File: src/rtl/z_buffer_pkg.sv
// Shared types and constants for the z_buffer depth-test client and its depth-store responder.
package z_buffer_pkg;

  typedef enum logic [2:0] {
    Z_NEVER    = 3'd0,
    Z_LESS     = 3'd1,
    Z_EQUAL    = 3'd2,
    Z_LEQUAL   = 3'd3,
    Z_GREATER  = 3'd4,
    Z_NOTEQUAL = 3'd5,
    Z_GEQUAL   = 3'd6,
    Z_ALWAYS   = 3'd7
  } z_func_t;

  typedef enum logic [1:0] {
    IDLE    = 2'd0,
    RD_WAIT = 2'd1,
    RD_RESP = 2'd2,
    WR_ACK  = 2'd3
  } zmem_state_t;

  localparam int Z_MAX_SIZE = 64;
  // Sliced down to Z_SIZE by users; returned for misses and cleared entries.
  localparam logic [Z_MAX_SIZE-1:0] Z_CLEAR_VALUE = {Z_MAX_SIZE{1'b1}};

endpackage

File: src/rtl/z_buffer_mem_if.sv
// Read/write handshake between the z_buffer client (master) and the depth store (slave).
interface z_buffer_mem_if #(
  parameter int Z_SIZE    = 8,
  parameter int ADDR_SIZE = 32
);
  logic                 buf_r_w;
  logic [ADDR_SIZE-1:0] buf_addr;
  logic [Z_SIZE-1:0]    buf_data_w;
  logic [Z_SIZE-1:0]    buf_data_r;
  logic                 data_r_ready;
  logic                 data_r_valid;
  logic                 data_w_valid;
  logic                 data_w_ready;

  modport master (
    output buf_r_w, buf_addr, buf_data_w, data_r_ready, data_w_valid,
    input  buf_data_r, data_r_valid, data_w_ready
  );

  modport slave (
    input  buf_r_w, buf_addr, buf_data_w, data_r_ready, data_w_valid,
    output buf_data_r, data_r_valid, data_w_ready
  );
endinterface

File: src/rtl/zbuf_sram.sv
// Single-port synchronous RAM with a registered read port; contents are never reset.
module zbuf_sram #(
  parameter int WIDTH = 8,
  parameter int DEPTH = 16,
  parameter int AW    = $clog2(DEPTH)
) (
  input  logic             clk,
  input  logic             we,
  input  logic             re,
  input  logic [AW-1:0]    addr,
  input  logic [WIDTH-1:0] wdata,
  output logic [WIDTH-1:0] q
);
  logic [WIDTH-1:0] mem [DEPTH];

  // Write port
  always_ff @(posedge clk) begin
    if (we) begin
      mem[addr] <= wdata;
    end
  end

  // Registered read; q only moves when a read is issued so it holds through the response
  always_ff @(posedge clk) begin
    if (re) begin
      q <= mem[addr];
    end
  end
endmodule

File: src/rtl/z_buffer_mem.sv
// Depth-store responder: serialises z_buffer read/write requests onto a DEPTH x Z_SIZE RAM.
// Optional fast clear of all entries is enabled by defining ZBUF_MEM_FAST_CLEAR_EN.
module z_buffer_mem
  import z_buffer_pkg::*;
#(
  parameter int Z_SIZE    = 8,
  parameter int X_RES     = 4,
  parameter int Y_RES     = 4,
  parameter int ADDR_SIZE = 32,
  parameter int DEPTH     = X_RES * Y_RES,
  parameter int IDX_SIZE  = $clog2(DEPTH)
) (
  input  logic                 clk_i,
  input  logic                 rst_i,
  input  logic [ADDR_SIZE-1:0] buffer_base_address_i,
`ifdef ZBUF_MEM_FAST_CLEAR_EN
  input  logic                 clear_i,
`endif
  z_buffer_mem_if.slave        bus,
  output logic                 oob_err_o,
  output logic                 busy_o
);

  zmem_state_t          state;
  logic [ADDR_SIZE-1:0] off;
  logic                 in_range;
  logic [IDX_SIZE-1:0]  idx;
  logic                 idle;
  logic                 rd_req;
  logic                 wr_req;
  logic                 clr_now;
  logic                 take_rd;
  logic                 take_wr;
  logic                 ram_we;
  logic                 entry_ok;
  logic                 rd_ok;
  logic [Z_SIZE-1:0]    ram_q;

`ifdef ZBUF_MEM_FAST_CLEAR_EN
  logic [DEPTH-1:0]     valid;
  logic                 clear_pend;
`endif

  // Address translation, request qualification and RAM control
  always_comb begin
    off      = bus.buf_addr - buffer_base_address_i;
    in_range = (off < ADDR_SIZE'(DEPTH));
    idx      = off[IDX_SIZE-1:0];
    idle     = (state == IDLE);
    rd_req   = bus.data_r_ready && bus.buf_r_w;
    wr_req   = bus.data_w_valid && !bus.buf_r_w;
`ifdef ZBUF_MEM_FAST_CLEAR_EN
    clr_now  = idle && (clear_i || clear_pend);
    entry_ok = in_range && valid[idx];
`else
    clr_now  = 1'b0;
    entry_ok = in_range;
`endif
    // A pending or fresh clear takes the IDLE slot; the request is sampled next cycle
    take_rd  = idle && !clr_now && rd_req;
    take_wr  = idle && !clr_now && wr_req;
    ram_we   = take_wr && in_range;
  end

  zbuf_sram #(
    .WIDTH (Z_SIZE),
    .DEPTH (DEPTH),
    .AW    (IDX_SIZE)
  ) u_sram (
    .clk   (clk_i),
    .we    (ram_we),
    .re    (take_rd),
    .addr  (idx),
    .wdata (bus.buf_data_w),
    .q     (ram_q)
  );

  // Access FSM with registered handshake outputs and sticky range error
  always_ff @(posedge clk_i or posedge rst_i) begin
    if (rst_i) begin
      state            <= IDLE;
      bus.buf_data_r   <= '0;
      bus.data_r_valid <= 1'b0;
      bus.data_w_ready <= 1'b0;
      oob_err_o        <= 1'b0;
      busy_o           <= 1'b0;
      rd_ok            <= 1'b0;
    end else begin
      case (state)
        IDLE: begin
          if (take_rd) begin
            state  <= RD_WAIT;
            busy_o <= 1'b1;
            rd_ok  <= entry_ok;
            if (!in_range) oob_err_o <= 1'b1;
          end else if (take_wr) begin
            state            <= WR_ACK;
            busy_o           <= 1'b1;
            bus.data_w_ready <= 1'b1;
            if (!in_range) oob_err_o <= 1'b1;
          end else begin
            state  <= IDLE;
            busy_o <= 1'b0;
          end
        end
        RD_WAIT: begin
          bus.buf_data_r   <= rd_ok ? ram_q : Z_CLEAR_VALUE[Z_SIZE-1:0];
          bus.data_r_valid <= 1'b1;
          state            <= RD_RESP;
        end
        RD_RESP: begin
          bus.data_r_valid <= 1'b0;
          busy_o           <= 1'b0;
          state            <= IDLE;
        end
        WR_ACK: begin
          bus.data_w_ready <= 1'b0;
          busy_o           <= 1'b0;
          state            <= IDLE;
        end
        default: begin
          bus.data_r_valid <= 1'b0;
          bus.data_w_ready <= 1'b0;
          busy_o           <= 1'b0;
          state            <= IDLE;
        end
      endcase
    end
  end

`ifdef ZBUF_MEM_FAST_CLEAR_EN
  // Per-entry valid bits; clear requests arriving while busy are held until IDLE
  always_ff @(posedge clk_i or posedge rst_i) begin
    if (rst_i) begin
      valid      <= '0;
      clear_pend <= 1'b0;
    end else if (clr_now) begin
      valid      <= '0;
      clear_pend <= 1'b0;
    end else begin
      if (ram_we) valid[idx] <= 1'b1;
      if (!idle && clear_i) clear_pend <= 1'b1;
    end
  end
`endif

endmodule

File: src/flat_wrapper.sv
// flat-port wrapper written by rule: the top's interface ports become plain ports
module z_buffer_mem_flat import z_buffer_pkg::*;
#(
  parameter int Z_SIZE    = 8,
  parameter int X_RES     = 4,
  parameter int Y_RES     = 4,
  parameter int ADDR_SIZE = 32,
  parameter int DEPTH     = X_RES * Y_RES,
  parameter int IDX_SIZE  = $clog2(DEPTH)
)
  (clk_i, rst_i, buffer_base_address_i, oob_err_o, busy_o, bus_buf_r_w, bus_buf_addr, bus_buf_data_w, bus_data_r_ready, bus_data_w_valid, bus_buf_data_r, bus_data_r_valid, bus_data_w_ready);
  z_buffer_mem_if #(.Z_SIZE(Z_SIZE), .ADDR_SIZE(ADDR_SIZE)) bus_i ();
  input  logic clk_i;
  input  logic rst_i;
  input  logic [ADDR_SIZE-1:0] buffer_base_address_i;
  output logic oob_err_o;
  output logic busy_o;
  input wire logic [$bits(bus_i.buf_r_w)-1:0] bus_buf_r_w;
  input wire logic [$bits(bus_i.buf_addr)-1:0] bus_buf_addr;
  input wire logic [$bits(bus_i.buf_data_w)-1:0] bus_buf_data_w;
  input wire logic [$bits(bus_i.data_r_ready)-1:0] bus_data_r_ready;
  input wire logic [$bits(bus_i.data_w_valid)-1:0] bus_data_w_valid;
  output wire logic [$bits(bus_i.buf_data_r)-1:0] bus_buf_data_r;
  output wire logic [$bits(bus_i.data_r_valid)-1:0] bus_data_r_valid;
  output wire logic [$bits(bus_i.data_w_ready)-1:0] bus_data_w_ready;
  assign bus_i.buf_r_w = bus_buf_r_w;
  assign bus_i.buf_addr = bus_buf_addr;
  assign bus_i.buf_data_w = bus_buf_data_w;
  assign bus_i.data_r_ready = bus_data_r_ready;
  assign bus_i.data_w_valid = bus_data_w_valid;
  assign bus_buf_data_r = bus_i.buf_data_r;
  assign bus_data_r_valid = bus_i.data_r_valid;
  assign bus_data_w_ready = bus_i.data_w_ready;
  z_buffer_mem #(.Z_SIZE(Z_SIZE), .X_RES(X_RES), .Y_RES(Y_RES), .ADDR_SIZE(ADDR_SIZE), .DEPTH(DEPTH), .IDX_SIZE(IDX_SIZE)) u_core (.clk_i(clk_i), .rst_i(rst_i), .buffer_base_address_i(buffer_base_address_i), .bus(bus_i), .oob_err_o(oob_err_o), .busy_o(busy_o));
endmodule
File: config.mk
export PLATFORM = sky130hd
export DESIGN_NAME = z_buffer_mem_flat
export DESIGN_NICKNAME = d
export VERILOG_FILES = /design/src/rtl/z_buffer_pkg.sv /design/src/rtl/z_buffer_mem_if.sv /design/src/rtl/zbuf_sram.sv /design/src/rtl/z_buffer_mem.sv /design/src/flat_wrapper.sv
export SDC_FILE = /design/constraint.sdc
export NUM_CORES = 1
export LEC_CHECK = 0
export CAP_MARGIN = 20
export CORE_AREA = 2 2 169 171
export DETAILED_ROUTE_END_ITERATION = 10
export DIE_AREA = 0 0 171 173
export GPL_TIMING_DRIVEN = 0
export PLACE_DENSITY = 0.47
export SLEW_MARGIN = 25
export SYNTH_ARGS = -nofsm -noshare
export SYNTH_HDL_FRONTEND = slang
export SYNTH_HIERARCHICAL = 1
export SYNTH_SLANG_ARGS = --single-unit
File: constraint.sdc
create_clock -name clk_i -period 5 [get_ports clk_i]
set_clock_uncertainty 0.2 [all_clocks]
set_input_delay 0.5 -clock clk_i [delete_from_list [all_inputs] [get_ports clk_i]]
set_output_delay 0.5 -clock clk_i [all_outputs]
set_load 0.01 [all_outputs]
Word level (Yosys, flattened, before mapping)
Memories as Yosys holds them, arrays and structs flattened. A register that Yosys moved wholly into a read port is not among the register bits.
Index checks and enable logic that the tools add are counted.
{ "word_totals": {"regBits": 15, "wordCells": 46, "ramBits": 128, "n_memories": 1, "out_inout_bits": 12, "in_bits": 77} }
{ "memory_table": {"columns": ["memory", "depth", "width", "rd", "rd_clocked_by_memory_dff", "write_ports", "line", "text"], "rows": [
  ["u_core.u_sram.mem", 16, 8, 1, 1, 1, "zbuf_sram.sv:14", "logic [WIDTH-1:0] mem [DEPTH];"]
]} }
{ "classes": {"muxes": 16, "order_cmp": 1, "eq_ne": 5, "n_addsub": 1, "reduce_logical": 15} }
{ "op_table": {"columns": ["op", "n"], "rows": [
  ["< comparator 32 x 5 -> 1 bit, second input constant", 1],
  ["subtractor 32 bit", 1],
  ["2-to-1 mux 1 bit", 9],
  ["2-to-1 mux 8 bit", 1],
  ["nonzero test 2 bit", 4],
  ["one-hot mux 1 bit (2 select lines)", 3],
  ["one-hot mux 2 bit (3 select lines)", 1],
  ["logical AND 1 bit", 5],
  ["== test 2 bit, second input constant", 2],
  ["2-to-1 mux 2 bit", 2],
  ["!= test 2 bit, second input constant", 2],
  ["AND reduction 2 bit", 2],
  ["AND reduction 3 bit", 1],
  ["== test 2 x 1 -> 1 bit, second input constant", 1],
  ["logical NOT 2 bit", 1],
  ["OR reduction 2 bit", 1],
  ["logical NOT 1 bit", 1]
]} }

Logic depth before layout (Yosys ltp)
Gate-level depths: netlist of the first run.
{ "depth": {"depth_word": 6, "mapped_depth": 15} }

By module
The synthesis of the first run kept the hierarchy.
{ "by_module_without_submodules": {"columns": ["mod", "instances", "cells_each", "area_per_inst_um2"], "rows": [
  ["zbuf_sram", 1, 230, 5147.4],
  ["z_buffer_mem", 1, 431, 3093.0]
]} }

Worst setup path before layout of the first run
No wires, ideal clock.
{ "synth_path": {"kind": "input to register", "startpoint": "input port bus_buf_addr[0]", "endpoint": "memory u_core.u_sram.mem[0][0], enable pin", "slack_ns": 0.226, "cell_stages": 15, "setup_time_ns": 0.383, "t_required_ns": 4.417, "path_buffers": 0, "arrival_ns": 4.191, "path_cell_list": "inv_1 > ha_1 > inv_1 > fa_1 > a21o_1 > nand4_1 > a211oi_2 > nor3_2 > nor3_2 > or4_4 > a211oi_2 > nand2_1 > nor4_2 > or3b_2 > nor3_1"} }
{ "synth_between": {"elab_chain_cells": 5} }
{ "synth_rtl": {"columns": ["element", "line", "text"], "rows": [
  ["start, declared", "flat_wrapper.sv:19", "input wire logic [$bits(bus_i.buf_addr)-1:0] bus_buf_addr;"],
  ["subtractor 32 bit", "z_buffer_mem.sv:46", "off = bus.buf_addr - buffer_base_address_i;"],
  ["< comparator 32 x 5 -> 1 bit", "z_buffer_mem.sv:47", "in_range = (off < ADDR_SIZE'(DEPTH));"],
  ["logical AND 1 bit", "z_buffer_mem.sv:62", "ram_we = take_wr && in_range;"],
  ["named net u_core.ram_we", "z_buffer_mem.sv:34", "logic ram_we;"],
  ["2-to-1 mux 1 bit", "zbuf_sram.sv:18", "if (we) begin"],
  ["2-to-1 mux 1 bit (implied by the code)", "zbuf_sram.sv:19", "mem[addr] <= wdata;"],
  ["end, declared", "zbuf_sram.sv:14", null]
]} }
The timed path passes the listed nets, and every way through them passes these cells.

Worst setup path in the final report of the first run
{ "layout_path": {"startpoint": "input port buffer_base_address_i[13]", "endpoint": "memory u_core.u_sram.mem[0][3], enable pin"} }
{ "layout_between": {"elab_chain_cells": 5} }
{ "layout_rtl": {"columns": ["element", "line", "text"], "rows": [
  ["start, declared", "flat_wrapper.sv:15", "input logic [ADDR_SIZE-1:0] buffer_base_address_i;"],
  ["subtractor 32 bit", "z_buffer_mem.sv:46", null],
  ["< comparator 32 x 5 -> 1 bit", "z_buffer_mem.sv:47", null],
  ["logical AND 1 bit", "z_buffer_mem.sv:62", null],
  ["named net u_core.ram_we", "z_buffer_mem.sv:34", null],
  ["2-to-1 mux 1 bit", "zbuf_sram.sv:18", null],
  ["2-to-1 mux 1 bit (implied by the code)", "zbuf_sram.sv:19", null]
]} }
The timed path passes the listed nets, and every way through them passes these cells.

==> results of run 1 <==
==> routing by layer <==
| metal | vias to the layer above | GRT usage (%) | part of all wire (%) |
|---|---|---|---|
| li1 | 2812 | - | - |
| met1 | 2945 | 20.6 | 46 |
| met2 | 192 | 24.0 | 47 |
| met3 | 18 | 3.09 | 5.2 |
| met4 | 0 | 3.85 | 1.3 |
| met5 | - | 0 | 0 |
==> flip-flops by register name, summed over array words and instances, names as in the netlist <==
register                 count
u_core/bus.buf_data_r        8
u_core/rd_ok                 1
u_core/u_sram/q              8
u_core/bus.data_w_ready      1
u_core/busy_o                1
u_core/bus.data_r_valid      1
u_core/state                 2
u_core/u_sram/mem          128
u_core/oob_err_o             1
==> cells in the mapped netlist (5+ instances only) <==
| cell type | number | area (sq um) |
|---|---|---|
| nor3_1 | 11 | 55.1 |
| nor2b_1 | 6 | 37.5 |
| nand3_1 | 14 | 70.1 |
| xor2_1 | 8 | 70.1 |
| nor4_1 | 8 | 50.1 |
| o211ai_1 | 8 | 60.1 |
| nor2_1 | 41 | 154 |
| a21oi_1 | 35 | 175 |
| mux2i_1 | 5 | 50.1 |
| mux4_2 | 32 | 721 |
| dfrtp_1 | 15 | 375 |
| o21ai_0 | 31 | 155 |
| o22a_1 | 8 | 70.1 |
| buf_2 | 6 | 30.0 |
| inv_1 | 47 | 176 |
| a22oi_1 | 16 | 120 |
| ha_1 | 36 | 450 |
| or3_1 | 5 | 31.3 |
| o21a_1 | 9 | 67.6 |
| clkbuf_1 | 14 | 52.6 |
| a31oi_1 | 5 | 31.3 |
| edfxtp_1 | 136 | 4080 |
| or2_2 | 6 | 37.5 |
| nand2_1 | 43 | 161 |
| nand4_1 | 15 | 93.8 |
| a21o_1 | 7 | 52.6 |
| nand2b_1 | 7 | 43.8 |
==> repair_timing <==
action,4_1_cts,5_1_grt
setup endpoints to repair,128,128
buffers inserted,4,9
pin swaps,5,18
resized for setup,21,26
==> worst max-delay path, cell delays in order <==
cell and delay (ns):
clkdlybuf4s50_1 0.45, inv_1 0.04, ha_1 0.27, buf_2 0.18, a21oi_2 0.20, o21ai_0 0.26
or2_2 0.38, nor3_4 0.30, nor3_2 0.09, or4_4 0.55, a211oi_2 0.22, nand2_1 0.12
nor4_4 0.22, buf_4 0.18, or3b_4 0.46, nor3_4 0.18, buf_12 0.16
==> placed cells by master (no fill, tap or decap), drive strengths merged, types with 9 or more instances in the layout <==
| cell | instances |
|---|---|
| clkdlybuf4s50 | 88 |
| nor4 | 9 |
| nand2 | 43 |
| nor2 | 41 |
| nor3 | 13 |
| dfrtp | 15 |
| a22oi | 16 |
| edfxtp | 136 |
| nand4 | 15 |
| inv | 50 |
| o21ai | 31 |
| buf | 26 |
| o21a | 9 |
| ha | 36 |
| nand3 | 14 |
| clkbuf | 33 |
| mux4 | 32 |
| a21oi | 38 |
==> kinds of logic after synthesis <==
| family | Yosys count | share of synthesized area (%) |
|---|---|---|
| simple gates | 182 | 11.5 |
| buf+inv | 76 | 3.86 |
| flops | 151 | 54.1 |
| fa+ha+maj | 37 | 5.71 |
| xor+xnor | 12 | 1.28 |
| compound gates | 165 | 14.0 |
| mux | 38 | 9.49 |
==> final timing paths <==
check | from | endpoint | slack (ns) | cells past startpoint
worst min register to register | u_core/u_sram/q[7]$_DFFE_PP_ | u_core/bus.buf_data_r[7]$_DFFE_PP0P_ | 0.27 | 1
min in group clk_i | u_core/u_sram/q[7]$_DFFE_PP_ | u_core/bus.buf_data_r[7]$_DFFE_PP0P_ | 0.27 | 1
worst max register to register | u_core/state[1]$_DFF_PP0_ | u_core/u_sram/mem[0][3]$_DFFE_PP_ | 2.31 | 8
worst max-delay path | buffer_base_address_i[13] | u_core/u_sram/mem[0][3]$_DFFE_PP_ | 0.16 | 17
max in group asynchronous | rst_i | u_core/rd_ok$_DFFE_PP0P_ | 3.99 | 2
worst min-delay path | rst_i | u_core/bus.buf_data_r[4]$_DFFE_PP0P_ | 0.24 | 2
==> power by group through the flow <==
stage / Clock (mW) / Sequential (mW) / Combinational [mW]
after floorplan: 0 / 1.44 / 0.424
after global placement: 0 / 1.43 / 0.667
after detailed placement: 0 / 1.44 / 0.674
after CTS: 1.32 / 1.41 / 0.688
after global routing: 1.37 / 1.41 / 0.772
final: 1.29 / 1.41 / 0.703
==> layout make-up <==
type | count | area share [%]
flip-flops and latches | 151 | 42.1
multi-input cells | 434 | 34.8
repair buffers | 101 | 10.1
well taps | 378 | 4.46
clock buffers | 19 | 4.08
inverters | 47 | 1.66
clock inverters | 13 | 1.59
plain buffers | 27 | 1.26
==> stage by stage <==
stage          setup TNS (ns)  instances  setup slack [ns]  instance area [sq um]
5_1_grt                -0.454       1170           -0.0242                  10600
3_5_place_dp          -130.03       1127             -1.26                   9610
4_1_cts                 -2.83       1163           -0.0754                  10400
6_report                    0       1170             0.158                  10600
2_1_floorplan               0        661             0.226                   8240
3_3_place_gp          -136.76       1127             -1.67                   9590
==> flow_results.xml, run 1 <==
<?xml version="1.0" encoding="UTF-8"?>
<metrics>
  <group name="status">
    <metric name="outcome" unit="">completed</metric>
  </group>
  <group name="worst_setup_path">
    <metric name="critical_path_capture_point_type" unit="">flip-flop</metric>
    <metric name="timing.critical_path.arrival" unit="ns">4.77</metric>
    <metric name="path_max_fanout" unit="">9</metric>
    <metric name="setup.worst_path.class" unit="">in -&gt; reg</metric>
    <metric name="timing.critical_path.required" unit="ns">4.92</metric>
    <metric name="critPathLaunchType" unit="">input pin</metric>
  </group>
  <group name="placed_design">
    <metric name="routabilityCongestion" unit="">0.814</metric>
    <metric name="placement.io_buffers" unit="">88</metric>
    <metric name="hpwlAfterDp" unit="um">16100</metric>
  </group>
  <group name="layout">
    <metric name="seqCellArea" unit="sq um">4460</metric>
    <metric name="postLayoutCoreUtil" unit="%">38.4</metric>
    <metric name="diodes" unit="">0</metric>
    <metric name="area_delta_synth_final" unit="%">28.6</metric>
    <metric name="layout-drive-gt1-share" unit="%">17.6</metric>
    <metric name="final_nets" unit="">893</metric>
    <metric name="layout.filler_cells" unit="">2677</metric>
    <metric name="multi_input_gate_area" unit="sq um">3690</metric>
  </group>
  <group name="grt">
    <metric name="grt_max_degree" unit="">17</metric>
    <metric name="global_route.overflow_total" unit="">0</metric>
    <metric name="grt_pass1_wl" unit="um">34000</metric>
    <metric name="globalRouteTotalUtil" unit="%">15.0</metric>
    <metric name="grt_pass1_vias" unit="">6108</metric>
    <metric name="antenna_found_initial" unit="">0</metric>
  </group>
  <group name="synthesis">
    <metric name="avgSynthCellArea" unit="sq um">12.5</metric>
    <metric name="number_of_nets_produced_by_synthesis" unit="">775</metric>
    <metric name="synth.yosys.seq_area_share" unit="%">54.1</metric>
    <metric name="ys_seq_elements" unit="">151</metric>
    <metric name="ys.warnings.count" unit="">6</metric>
    <metric name="ys_async_sr_fraction" unit="%">9.93</metric>
    <metric name="ys.flop_type" unit="">edfxtp_1</metric>
    <metric name="syn_area" unit="sq um">8240</metric>
    <metric name="syn-instance-count" unit="">661</metric>
    <metric name="synth-edff-count" unit="">136</metric>
    <metric name="yosys.cell_types.count" unit="">74</metric>
  </group>
  <group name="power">
    <metric name="switching_power" unit="uW">921</metric>
    <metric name="swShare" unit="%">27.1</metric>
    <metric name="combPwrFrac" unit="%">20.7</metric>
    <metric name="power.density" unit="nW/um^2">321</metric>
    <metric name="pwr_total" unit="mW">3.40</metric>
    <metric name="worst_ir_drop_vdd" unit="mV">0.275</metric>
    <metric name="clock_power_share" unit="%">37.9</metric>
    <metric name="leakagePower" unit="nW">3.65</metric>
    <metric name="seqPwrFrac" unit="%">41.4</metric>
    <metric name="p_int" unit="mW">2.48</metric>
  </group>
  <group name="route">
    <metric name="detailedRoute.firstIterationViolations" unit="">417</metric>
    <metric name="vias" unit="">5967</metric>
    <metric name="firstDrtPassIters" unit="">5</metric>
    <metric name="drc" unit="">0</metric>
    <metric name="detail_route.wirelength" unit="um">21800</metric>
    <metric name="detail-route-antenna-nets" unit="">0</metric>
    <metric name="dr_wl_cell" unit="um">18.6</metric>
    <metric name="route.detailed.vias_per_inst" unit="">5.10</metric>
  </group>
  <group name="timing">
    <metric name="report.final.setup_viol" unit="">0</metric>
    <metric name="worst-slew-pin-transition" unit="ns">0.898</metric>
    <metric name="fin_worst_hold_slack" unit="ns">0.237</metric>
    <metric name="layout_worst_path_cycle_share" unit="%">96.8</metric>
    <metric name="hold_viol" unit="">0</metric>
    <metric name="final_max_slew_viol_count" unit="">0</metric>
    <metric name="layout_min_cycle_time" unit="ns">4.84</metric>
    <metric name="slew_headroom" unit="%">40.1</metric>
    <metric name="max_freq" unit="GHz">0.207</metric>
  </group>
  <group name="floorplan">
    <metric name="floorplan.initialDensity" unit="%">29.8</metric>
    <metric name="core-area" unit="sq um">27600</metric>
    <metric name="die_w" unit="um">171</metric>
    <metric name="fp-row-count" unit="">61</metric>
    <metric name="boundaryPins" unit="">89</metric>
    <metric name="die_height" unit="um">173</metric>
    <metric name="design.die.area" unit="sq um">29600</metric>
  </group>
  <group name="clock_tree">
    <metric name="clk_root_buffer_cell" unit="">clkbuf_16</metric>
    <metric name="cts_hold_buf" unit="">0</metric>
    <metric name="cts.sinks" unit="">151</metric>
    <metric name="largest_buffer_count_on_any_clock_path" unit="">2</metric>
    <metric name="clock_tree.htree_level_count" unit="">4</metric>
    <metric name="cts_inserted_buffers" unit="">17</metric>
    <metric name="cts.clk_slew.worst_paths" unit="ns">0.06</metric>
    <metric name="insertion_delay" unit="ns">0.42</metric>
    <metric name="clock_tree_from_tritoncts" unit="">yes</metric>
  </group>
  <group name="hold_path">
    <metric name="min_path_type" unit="">in -&gt; async</metric>
  </group>
  <group name="job">
    <metric name="maxCapViolations" unit="">0</metric>
  </group>
</metrics>
No activity file was read; power rests on OpenSTA's default activity.
==> run 2: changes to the inputs <==
DONT_BUFFER_PORTS = 1   (was unset)
PLACE_DENSITY = 0.43   (was 0.47)
==> flow_results.xml, run 2 (synthesis gave the netlist of run 1 again) <==
<?xml version="1.0" encoding="UTF-8"?>
<metrics>
  <group name="placed_design">
    <metric name="dp_slack" unit="ns">-0.867</metric>
    <metric name="placement.io_buffers" unit="">0</metric>
    <metric name="routabilityCongestion" unit="">0.842</metric>
    <metric name="hpwlAfterDp" unit="um">15400</metric>
  </group>
  <group name="job">
    <metric name="maxCapViolations" unit="">0</metric>
  </group>
  <group name="worst_setup_path">
    <metric name="cp_top_family" unit="">compound AO/OA/AOI/OAI gates</metric>
    <metric name="timing.critical_path.required" unit="ns">4.84</metric>
    <metric name="critPathMaxStageDelay" unit="ns">0.60</metric>
    <metric name="crit-reg2reg-launch" unit="">u_core/state[0]$_DFF_PP0_</metric>
    <metric name="critical_path_capture_point_type" unit="">flip-flop</metric>
    <metric name="path_cells" unit="">inv_1, ha_1, clkbuf_1, a21oi_1, o21ai_0, a211o_1, a31oi_2, mux2i_1, nand2_1, a2111oi_1, nand4b_1, nor4_4, nand3b_1, nor2_2</metric>
    <metric name="critical-path-slowest-cell" unit="">nor2_2</metric>
    <metric name="worst-path-buf-inv" unit="">2</metric>
    <metric name="worstSetupStartpoint" unit="">buffer_base_address_i[6]</metric>
    <metric name="setup.worst_path.class" unit="">in -&gt; reg</metric>
    <metric name="critPathLaunchType" unit="">input pin</metric>
    <metric name="path_max_fanout" unit="">10</metric>
    <metric name="timing.critical_path.arrival" unit="ns">4.62</metric>
  </group>
  <group name="layout">
    <metric name="final_nets" unit="">804</metric>
    <metric name="largest_registers" unit="">u_core/u_sram/mem: 128 flops, u_core/bus.buf_data_r: 8 flops, u_core/u_sram/q: 8 flops</metric>
    <metric name="area_delta_synth_final" unit="%">15.1</metric>
    <metric name="diodes" unit="">0</metric>
    <metric name="layout-drive-gt1-share" unit="%">16.4</metric>
    <metric name="postLayoutCoreUtil" unit="%">34.3</metric>
    <metric name="layout.cells.most_common_list" unit="">136 x edfxtp_1, 47 x inv_1, 43 x nand2_1, 36 x ha_1, 35 x a21oi_1</metric>
    <metric name="largest-register" unit="">u_core/u_sram/mem</metric>
    <metric name="largest_register_ff_count" unit="">128</metric>
    <metric name="final_common_cell" unit="">edfxtp_1</metric>
  </group>
  <group name="route">
    <metric name="detail_route.wirelength" unit="um">21000</metric>
    <metric name="vias" unit="">5525</metric>
    <metric name="drc" unit="">0</metric>
    <metric name="detailedRoute.firstIterationViolations" unit="">442</metric>
    <metric name="firstDrtPassIters" unit="">5</metric>
    <metric name="detail-route-antenna-nets" unit="">0</metric>
    <metric name="route.detailed.vias_per_inst" unit="">5.12</metric>
    <metric name="dr_wl_cell" unit="um">19.4</metric>
  </group>
  <group name="power">
    <metric name="worst_ir_drop_vdd" unit="mV">0.249</metric>
    <metric name="leakagePower" unit="nW">3.24</metric>
    <metric name="power.density" unit="nW/um^2">342</metric>
    <metric name="pwr_total" unit="mW">3.25</metric>
  </group>
  <group name="timing">
    <metric name="setup_ws" unit="ns">0.219</metric>
    <metric name="layout_worst_path_cycle_share" unit="%">95.6</metric>
    <metric name="hold_viol" unit="">0</metric>
    <metric name="slew_headroom" unit="%">44.8</metric>
    <metric name="final_max_slew_viol_count" unit="">0</metric>
    <metric name="report.final.setup_viol" unit="">0</metric>
    <metric name="worst-slew-pin-transition" unit="ns">0.825</metric>
    <metric name="layout_min_cycle_time" unit="ns">4.78</metric>
    <metric name="setup_repair_after_global_routing_missed_its_margin" unit="">true</metric>
    <metric name="max_freq" unit="GHz">0.209</metric>
  </group>
  <group name="clock_tree">
    <metric name="insertion_delay" unit="ns">0.42</metric>
    <metric name="clock_tree_from_tritoncts" unit="">yes</metric>
    <metric name="cts.sinks" unit="">151</metric>
    <metric name="clock_tree.htree_level_count" unit="">4</metric>
    <metric name="clk_root_buffer_cell" unit="">clkbuf_16</metric>
    <metric name="cts_inserted_buffers" unit="">17</metric>
    <metric name="cts.clk_slew.worst_paths" unit="ns">0.06</metric>
    <metric name="largest_buffer_count_on_any_clock_path" unit="">2</metric>
  </group>
  <group name="floorplan">
    <metric name="fp-row-count" unit="">61</metric>
    <metric name="boundaryPins" unit="">89</metric>
    <metric name="die_w" unit="um">171</metric>
    <metric name="die_height" unit="um">173</metric>
    <metric name="floorplan.initialDensity" unit="%">29.8</metric>
    <metric name="core-area" unit="sq um">27600</metric>
    <metric name="design.die.area" unit="sq um">29600</metric>
  </group>
  <group name="grt">
    <metric name="grt_pass1_wl" unit="um">32600</metric>
    <metric name="global_route.overflow_total" unit="">0</metric>
    <metric name="antenna_found_initial" unit="">0</metric>
    <metric name="globalRouteTotalUtil" unit="%">14.6</metric>
    <metric name="grt_pass1_vias" unit="">5595</metric>
    <metric name="grt_max_degree" unit="">17</metric>
  </group>
  <group name="status">
    <metric name="outcome" unit="">completed</metric>
  </group>
  <group name="hold_path">
    <metric name="min_path_type" unit="">in -&gt; reg</metric>
    <metric name="hold_path.startpoint" unit="">bus_buf_r_w</metric>
  </group>
</metrics>
run 2: changes by cell type in the layout (fill, tap and decap cells not counted), moves of 3 or more:
| cell | previous run | this run |
|---|---|---|
| nor3_2 | 1 | 4 |
| clkdlybuf4s50_1 | 88 | 0 |
| a21oi_1 | 32 | 35 |
| dlygate4sd3_1 | 0 | 9 |
| buf_12 | 7 | 1 |
| nor3_4 | 5 | 2 |
| a21oi_2 | 6 | 3 |
| nor2_2 | 0 | 4 |
| inv_6 | 2 | 7 |
| buf_4 | 6 | 0 |
| clkinv_4 | 3 | 0 |
| nor2_1 | 29 | 32 |
| nor2_4 | 12 | 5 |
run 2: path summary, 6_finish.rpt:
kind                                                             end  depth (start not counted)  slack [ns]
worst max-delay path              u_core/u_sram/mem[10][7]$_DFFE_PP_                         14        0.22
max in group asynchronous       u_core/bus.buf_data_r[7]$_DFFE_PP0P_                          2        3.79
min in group asynchronous        u_core/bus.data_w_ready$_DFFE_PP0P_                          2        0.40
worst min register to register  u_core/bus.buf_data_r[3]$_DFFE_PP0P_                          1        0.26
worst min-delay path                       u_core/state[0]$_DFF_PP0_                          2        0.14
worst max register to register    u_core/u_sram/mem[10][7]$_DFFE_PP_                          6        2.09
run 2: layer usage:
metal  track usage [%]  share of wire (%)
met2              23.4                 47
met1              19.9                 47
met5                 0                  0
met4              3.57                1.2
met3              3.39                5.6
run 2: cell type report:
class	count	area, sq um
clock inverters	14	138
clock buffers	17	425
flip-flops and latches	151	4460
repair buffers	10	110
plain buffers	29	141
multi-input cells	434	3560
fillers	2762	18100
inverters	47	176
well taps	378	473
run 2: stage by stage:
stage          std cells  setup TNS, ns  cell area (sq um)  hold WS (ns)
2_1_floorplan        661              0               8240         0.201
3_3_place_gp        1039         -87.01               8710         0.248
3_5_place_dp        1039         -84.33               8730         0.252
4_1_cts             1079              0               9420         0.109
5_1_grt             1080          -1.30               9480         0.132
6_report            1080              0               9480         0.137
run 2: repair_timing:
action / 4_1_cts / 5_1_grt
resized for setup: 7 / 13
buffers inserted: 0 / 1
pin swaps: 0 / 2
hold endpoints to repair: 143 / 0
setup endpoints to repair: 128 / 128
hold buffers: 9 / 0
run 2: power by group:
part / leakage [nW] / switching (mW) / internal [mW] / total (mW)
sequential: 1.37 / 0.0128 / 1.40 / 1.41
combinational: 1.59 / 0.385 / 0.225 / 0.610
clock: 0.273 / 0.527 / 0.697 / 1.22
total: 3.24 / 0.925 / 2.32 / 3.25
